## src/rtl/branch_predictor.sv

```systemverilog
// branch_predictor: direct-mapped branch target buffer with a 2-bit saturating
// direction counter per entry. Lookup is combinational for the fetch stage.
// Resolved branches from MEM update the table on the rising edge. Saturating
// statistics count updates and mispredictions.
module branch_predictor #(
  parameter int XLEN     = 64,
  parameter int IDX_BITS = 4,
  parameter int TAG_BITS = 8,
  parameter int STAT_W   = 32
) (
  input  logic              clk,
  input  logic              reset,
  input  logic [XLEN-1:0]   fetch_pc,
  output logic              pred_hit,
  output logic              pred_taken,
  output logic [XLEN-1:0]   pred_target,
  input  logic              upd_valid,
  input  logic [XLEN-1:0]   upd_pc,
  input  logic              upd_taken,
  input  logic [XLEN-1:0]   upd_target,
  input  logic              upd_pred_taken,
  input  logic              flush,
  output logic [STAT_W-1:0] stat_updates,
  output logic [STAT_W-1:0] stat_mispredicts
);

  localparam int ENTRIES = 1 << IDX_BITS;

  // Per-entry state. valid and ctr have a defined reset value. tag and target
  // are meaningless while the entry is invalid, so they are left unreset.
  logic [ENTRIES-1:0] valid_reg;
  logic [1:0]         ctr_reg    [ENTRIES];
  logic [TAG_BITS-1:0] tag_reg   [ENTRIES];
  logic [XLEN-1:0]    target_reg [ENTRIES];

  logic [STAT_W-1:0] stat_updates_reg;
  logic [STAT_W-1:0] stat_mispredicts_reg;

  // The low two PC bits are ignored. The index comes next, and the tag sits above the index.
  logic [IDX_BITS-1:0] fetch_idx;
  logic [TAG_BITS-1:0] fetch_tag;
  logic [IDX_BITS-1:0] upd_idx;
  logic [TAG_BITS-1:0] upd_tag;

  assign fetch_idx = fetch_pc[IDX_BITS+1:2];
  assign fetch_tag = fetch_pc[IDX_BITS+TAG_BITS+1:IDX_BITS+2];
  assign upd_idx   = upd_pc[IDX_BITS+1:2];
  assign upd_tag   = upd_pc[IDX_BITS+TAG_BITS+1:IDX_BITS+2];

  // Per-entry tag match vectors. Selecting by index keeps the lookup a plain mux.
  logic [ENTRIES-1:0] fetch_match;
  logic [ENTRIES-1:0] upd_match;

  generate
    for (genvar gi = 0; gi < ENTRIES; gi++) begin : g_match
      assign fetch_match[gi] = valid_reg[gi] && (tag_reg[gi] == fetch_tag);
      assign upd_match[gi]   = valid_reg[gi] && (tag_reg[gi] == upd_tag);
    end
  endgenerate

  logic       fetch_hit;
  logic       upd_hit;
  logic [1:0] upd_ctr;
  logic [1:0] upd_ctr_next;
  logic       alloc_en;
  logic       write_en;

  // The explicit reset term keeps the outputs quiet while reset is held,
  // independent of how the table flops settle.
  assign fetch_hit = !reset && fetch_match[fetch_idx];
  assign upd_hit   = upd_match[upd_idx];
  assign upd_ctr   = ctr_reg[upd_idx];

  // Lookup: a fall-through prediction unless a hit entry's counter is in a taken state.
  always_comb begin
    pred_hit    = fetch_hit;
    pred_taken  = fetch_hit && ctr_reg[fetch_idx][1];
    pred_target = pred_taken ? target_reg[fetch_idx] : fetch_pc + XLEN'(4);
  end

  // Saturating counter step for a resolved branch that hit.
  always_comb begin
    upd_ctr_next = upd_ctr;
    if (upd_taken) begin
      if (upd_ctr != 2'b11) upd_ctr_next = upd_ctr + 2'b01;
    end else begin
      if (upd_ctr != 2'b00) upd_ctr_next = upd_ctr - 2'b01;
    end
  end

  // A taken branch writes tag and target, either as a refresh on a hit or as an
  // allocation on a miss. A flush suppresses all table writes.
  assign alloc_en = upd_valid && !flush && !upd_hit && upd_taken;
  assign write_en = upd_valid && !flush && upd_taken;

  // Valid bits and direction counters. Flush has priority over an update in the same cycle.
  always_ff @(posedge clk or posedge reset) begin
    if (reset) begin
      valid_reg <= '0;
      for (int i = 0; i < ENTRIES; i++) ctr_reg[i] <= 2'b01;
    end else if (flush) begin
      valid_reg <= '0;
    end else if (upd_valid) begin
      if (upd_hit) begin
        ctr_reg[upd_idx] <= upd_ctr_next;
      end else if (alloc_en) begin
        valid_reg[upd_idx] <= 1'b1;
        ctr_reg[upd_idx]   <= 2'b10;
      end
    end
  end

  // Tag and target storage, written only by taken branches.
  always_ff @(posedge clk) begin
    if (write_en) begin
      tag_reg[upd_idx]    <= upd_tag;
      target_reg[upd_idx] <= upd_target;
    end
  end

  // Statistics count every update, including updates that coincide with a flush. Both counters stop at all-ones.
  always_ff @(posedge clk or posedge reset) begin
    if (reset) begin
      stat_updates_reg     <= '0;
      stat_mispredicts_reg <= '0;
    end else if (upd_valid) begin
      if (stat_updates_reg != '1)
        stat_updates_reg <= stat_updates_reg + STAT_W'(1);
      if ((upd_pred_taken != upd_taken) && (stat_mispredicts_reg != '1))
        stat_mispredicts_reg <= stat_mispredicts_reg + STAT_W'(1);
    end
  end

  assign stat_updates     = stat_updates_reg;
  assign stat_mispredicts = stat_mispredicts_reg;

endmodule

```

## config.mk

```make
export PLATFORM = sky130hd
export DESIGN_NAME = branch_predictor
export DESIGN_NICKNAME = d
export VERILOG_FILES = /design/src/rtl/branch_predictor.sv
export SDC_FILE = /design/constraint.sdc
export NUM_CORES = 2
export LEC_CHECK = 0
export ABC_AREA = 0
export ABC_CLOCK_PERIOD_IN_PS = 3230
export BUFFER_PORTS_ARGS = -buffer_cell sky130_fd_sc_hd__buf_2
export CORE_ASPECT_RATIO = 0.6
export CORE_MARGIN = 2
export CORE_UTILIZATION = 45
export DETAILED_ROUTE_END_ITERATION = 6
export GPL_ROUTABILITY_DRIVEN = 0
export HOLD_SLACK_MARGIN = 0.03
export PLACE_DENSITY = 0.71
export REMOVE_ABC_BUFFERS = 1
export SYNTH_ARGS = -nofsm -noshare
export SYNTH_HDL_FRONTEND = slang
export SYNTH_SLANG_ARGS = --single-unit
```

## constraint.sdc

```tcl
create_clock -name clk -period 3.23 [get_ports clk]
set_input_delay 0.4845 -clock clk [delete_from_list [all_inputs] [get_ports clk]]
set_output_delay 0.4845 -clock clk [all_outputs]
set_load 0.02 [all_outputs]
```

==> flow_summary.ini <==
[worst_hold_path]
hold_depth = 1
worst_hold_path.endpoint = target_reg[14][31]$_DFFE_PP_
hold_class = in -> reg
hold_path_startpoint = upd_target[31]

[sta]
worstMarginPinSlew_ns = 0.873
rsz0062_at_grt = true
hold_viol_final = 0
fmax_ghz = 0.242
post-route-min-period_ns = 4.13
fin_skew_ns = 0.0528
drv_slew = 0
setup_viol = 66
slew_headroom_pct = 41.7
setup_tns_ns = -54.96
timing.final.ws_setup_ns = -0.896
post-route-period-util_pct = 128
fin_hold_ws_ns = 0.110

[synth]
synth_cell_types = 62
synth-main-ff-cell = edfxtp_1
synth_top_area_cell = edfxtp_1
yosysWarnings = 0
syn_area_per_cell_um2 = 19.1
syn-cell-area_um2 = 52800
synth_edf_count = 1152
seq_area_frac_synth_pct = 70.9
synth.area.top_cells = edfxtp_1 (66%), mux4_2 (14%), dfrtp_1 (4.6%)
netlist_top_cells_count = edfxtp_1 (1152), mux4_2 (333), xnor2_1 (215)
synthArstFlopShare_pct = 8.86
yosysMostFrequentCell = edfxtp_1
synth_top_area_share_pct = 65.6
syn_inst = 2758
synth_seq_cells = 1264

[setup_path]
rr_startpoint = tag_reg[12][7]$_DFFE_PP_
r2r_end = ctr_reg[15]$_DFFE_PP0P_
reg2regPathDepth = 12
ff2ff_setup_slack_ns = 0.13
end_kind = output pin
crit_start = tag_reg[12][7]$_DFFE_PP_
critical_path_class = reg -> out
worst-path-max-fanout = 5
required_ns = 2.75
critical_path_arrival_ns = 3.64
critPathLaunchType = flop

[status]
violations = negative setup slack
status = finished with violations

[cells_and_area]
largest_reg_flops = 1024
nets = 3498
seq_area_um2 = 37400
drive_above_1_share_pct = 34.3
fillers = 8976
area_growth_pct = 18.9
utilization_pct = 53.8
multi_input_comb_area_um2 = 14800

[grt]
busiest_layer = met1
grt_pass1_vias = 28500
grt_max_degree = 73
grt_util_met2_pct = 33.2
grt_pass1_wl_um = 198000
met1_usage_pct = 34.9
use_met3_pct = 4.84
antenna_found_initial = 14
track_usage_pct = 22.6
grt_overflow = 0

[clock_network]
tritoncts = yes
cts.clk_slew.worst_paths_ns = 0.07
cts-root-buf = clkbuf_16
clockBufferDepth = 3
htreeDepth = 3
clock_latency_ns = 0.74
cts_buffers = 111
clock-sinks = 1264

[flow_run]
maxCapViolCount = 0

[drt]
initialDrtViolationCount = 3422
drt-vias-per-instance = 5.83
drt_wl_total_um = 136000
drtPass1Iterations = 5
dr_total_vias = 28800
ant_nets = 0
drc = 0
wl_per_cell_um = 27.6

[place]
dp_hpwl_um = 84800
portBuffers = 275

[power]
power.total_mw = 34.6
p_leak_nw = 21.2
powerDensity_nw_per_um2 = 552
vdd_drop_max_uv = 492

[floorplan]
coreArea_um2 = 117000
die_area_um2 = 120000
rows = 97
die_x_um = 446
initial_core_util_pct = 45.3
ios = 328
die_h_um = 269
[cells in the final DEF (no fill, tap or decap), types with 32 or more instances in the layout]
master,instances
inv_1,38
clkbuf_16,112
nor2_1,63
xnor2_1,215
nand3_1,97
and3_1,35
o21ai_0,36
buf_4,209
xor2_1,158
edfxtp_1,1152
nand2_1,65
buf_12,85
buf_2,253
mux4_2,333
nand4_1,48
nor4_1,32
dfrtp_1,96
[area by class of cell]
cell class,instances,share of cell area [%]
Tap cell,1534,3.06
Clock buffer,136,4.64
Inverter,40,0.251
Multi-Input combinational cell,1310,23.5
Clock inverter,75,1.21
Timing Repair Buffer,570,7.65
Antenna cell,2,0.00798
Sequential cell,1264,59.6
[logic make-up (layout without fill, tap and decap cells)]
group	after synthesis	count (layout)	share of synthesized area, %
flops	1264	1264	70.9
simple gates	433	433	4.32
compound gates	97	97	1.24
fa+ha+maj	5	5	0.109
mux	400	400	15.6
buf+inv	184	821	1.55
xor+xnor	375	375	6.22
other cells	0	2	0
[layer usage]
layer | vias to the layer above | part of all wire (%)
li1 | 12100 | -
met1 | 15100 | 44
met2 | 1355 | 45
met3 | 174 | 9.2
met4 | 12 | 1.8
met5 | - | 0.055
[timing repair]
item,CTS,global route
endpoints found under the setup margin,66,67
gates resized for setup,62,11
hold endpoints to repair,21,0
pin swaps,6,7
buffers inserted,9,3
gates cloned,1,0
hold buffers,2,0
[through the flow]
step | area (um2) | setup WS [ns] | std cells
floorplan | 52100 | -3.47 | 2614
global placement | 58800 | -0.741 | 4712
detailed placement | 58800 | -0.752 | 4712
CTS | 62700 | -0.903 | 4929
global route | 62700 | -1.04 | 4929
finish | 62700 | -0.896 | 4931
[critical path: stages (launching register included)]
cell and delay (ns):
edfxtp_1 0.43, xor2_2 0.20, nor4_4 0.37, nand4_1 0.33, nor4_2 0.24, o311ai_1 0.11, a31oi_1 0.18, buf_4 0.17
nand2_8 0.08, buf_12 0.18, buf_4 0.15, mux2_4 0.30, buf_6 0.13
[worst max-delay path by stage]
stage / end / depth (start not counted)
finish: pred_target[45] / 12
global route: pred_target[55] / 12
floorplan: tag_reg[14][0]$_DFFE_PP_ / 4
CTS: pred_target[42] / 12
detailed placement: pred_target[54] / 11
global placement: pred_target[54] / 11
[where the power goes]
group	leakage [nW]	switching [mW]	total, mW	internal [mW]
registers	11.8	0.193	18.3	18.1
logic	7.63	1.59	2.90	1.31
clock network	1.76	6.11	13.4	7.29
Note: power is estimated with default switching activity, not from simulation.
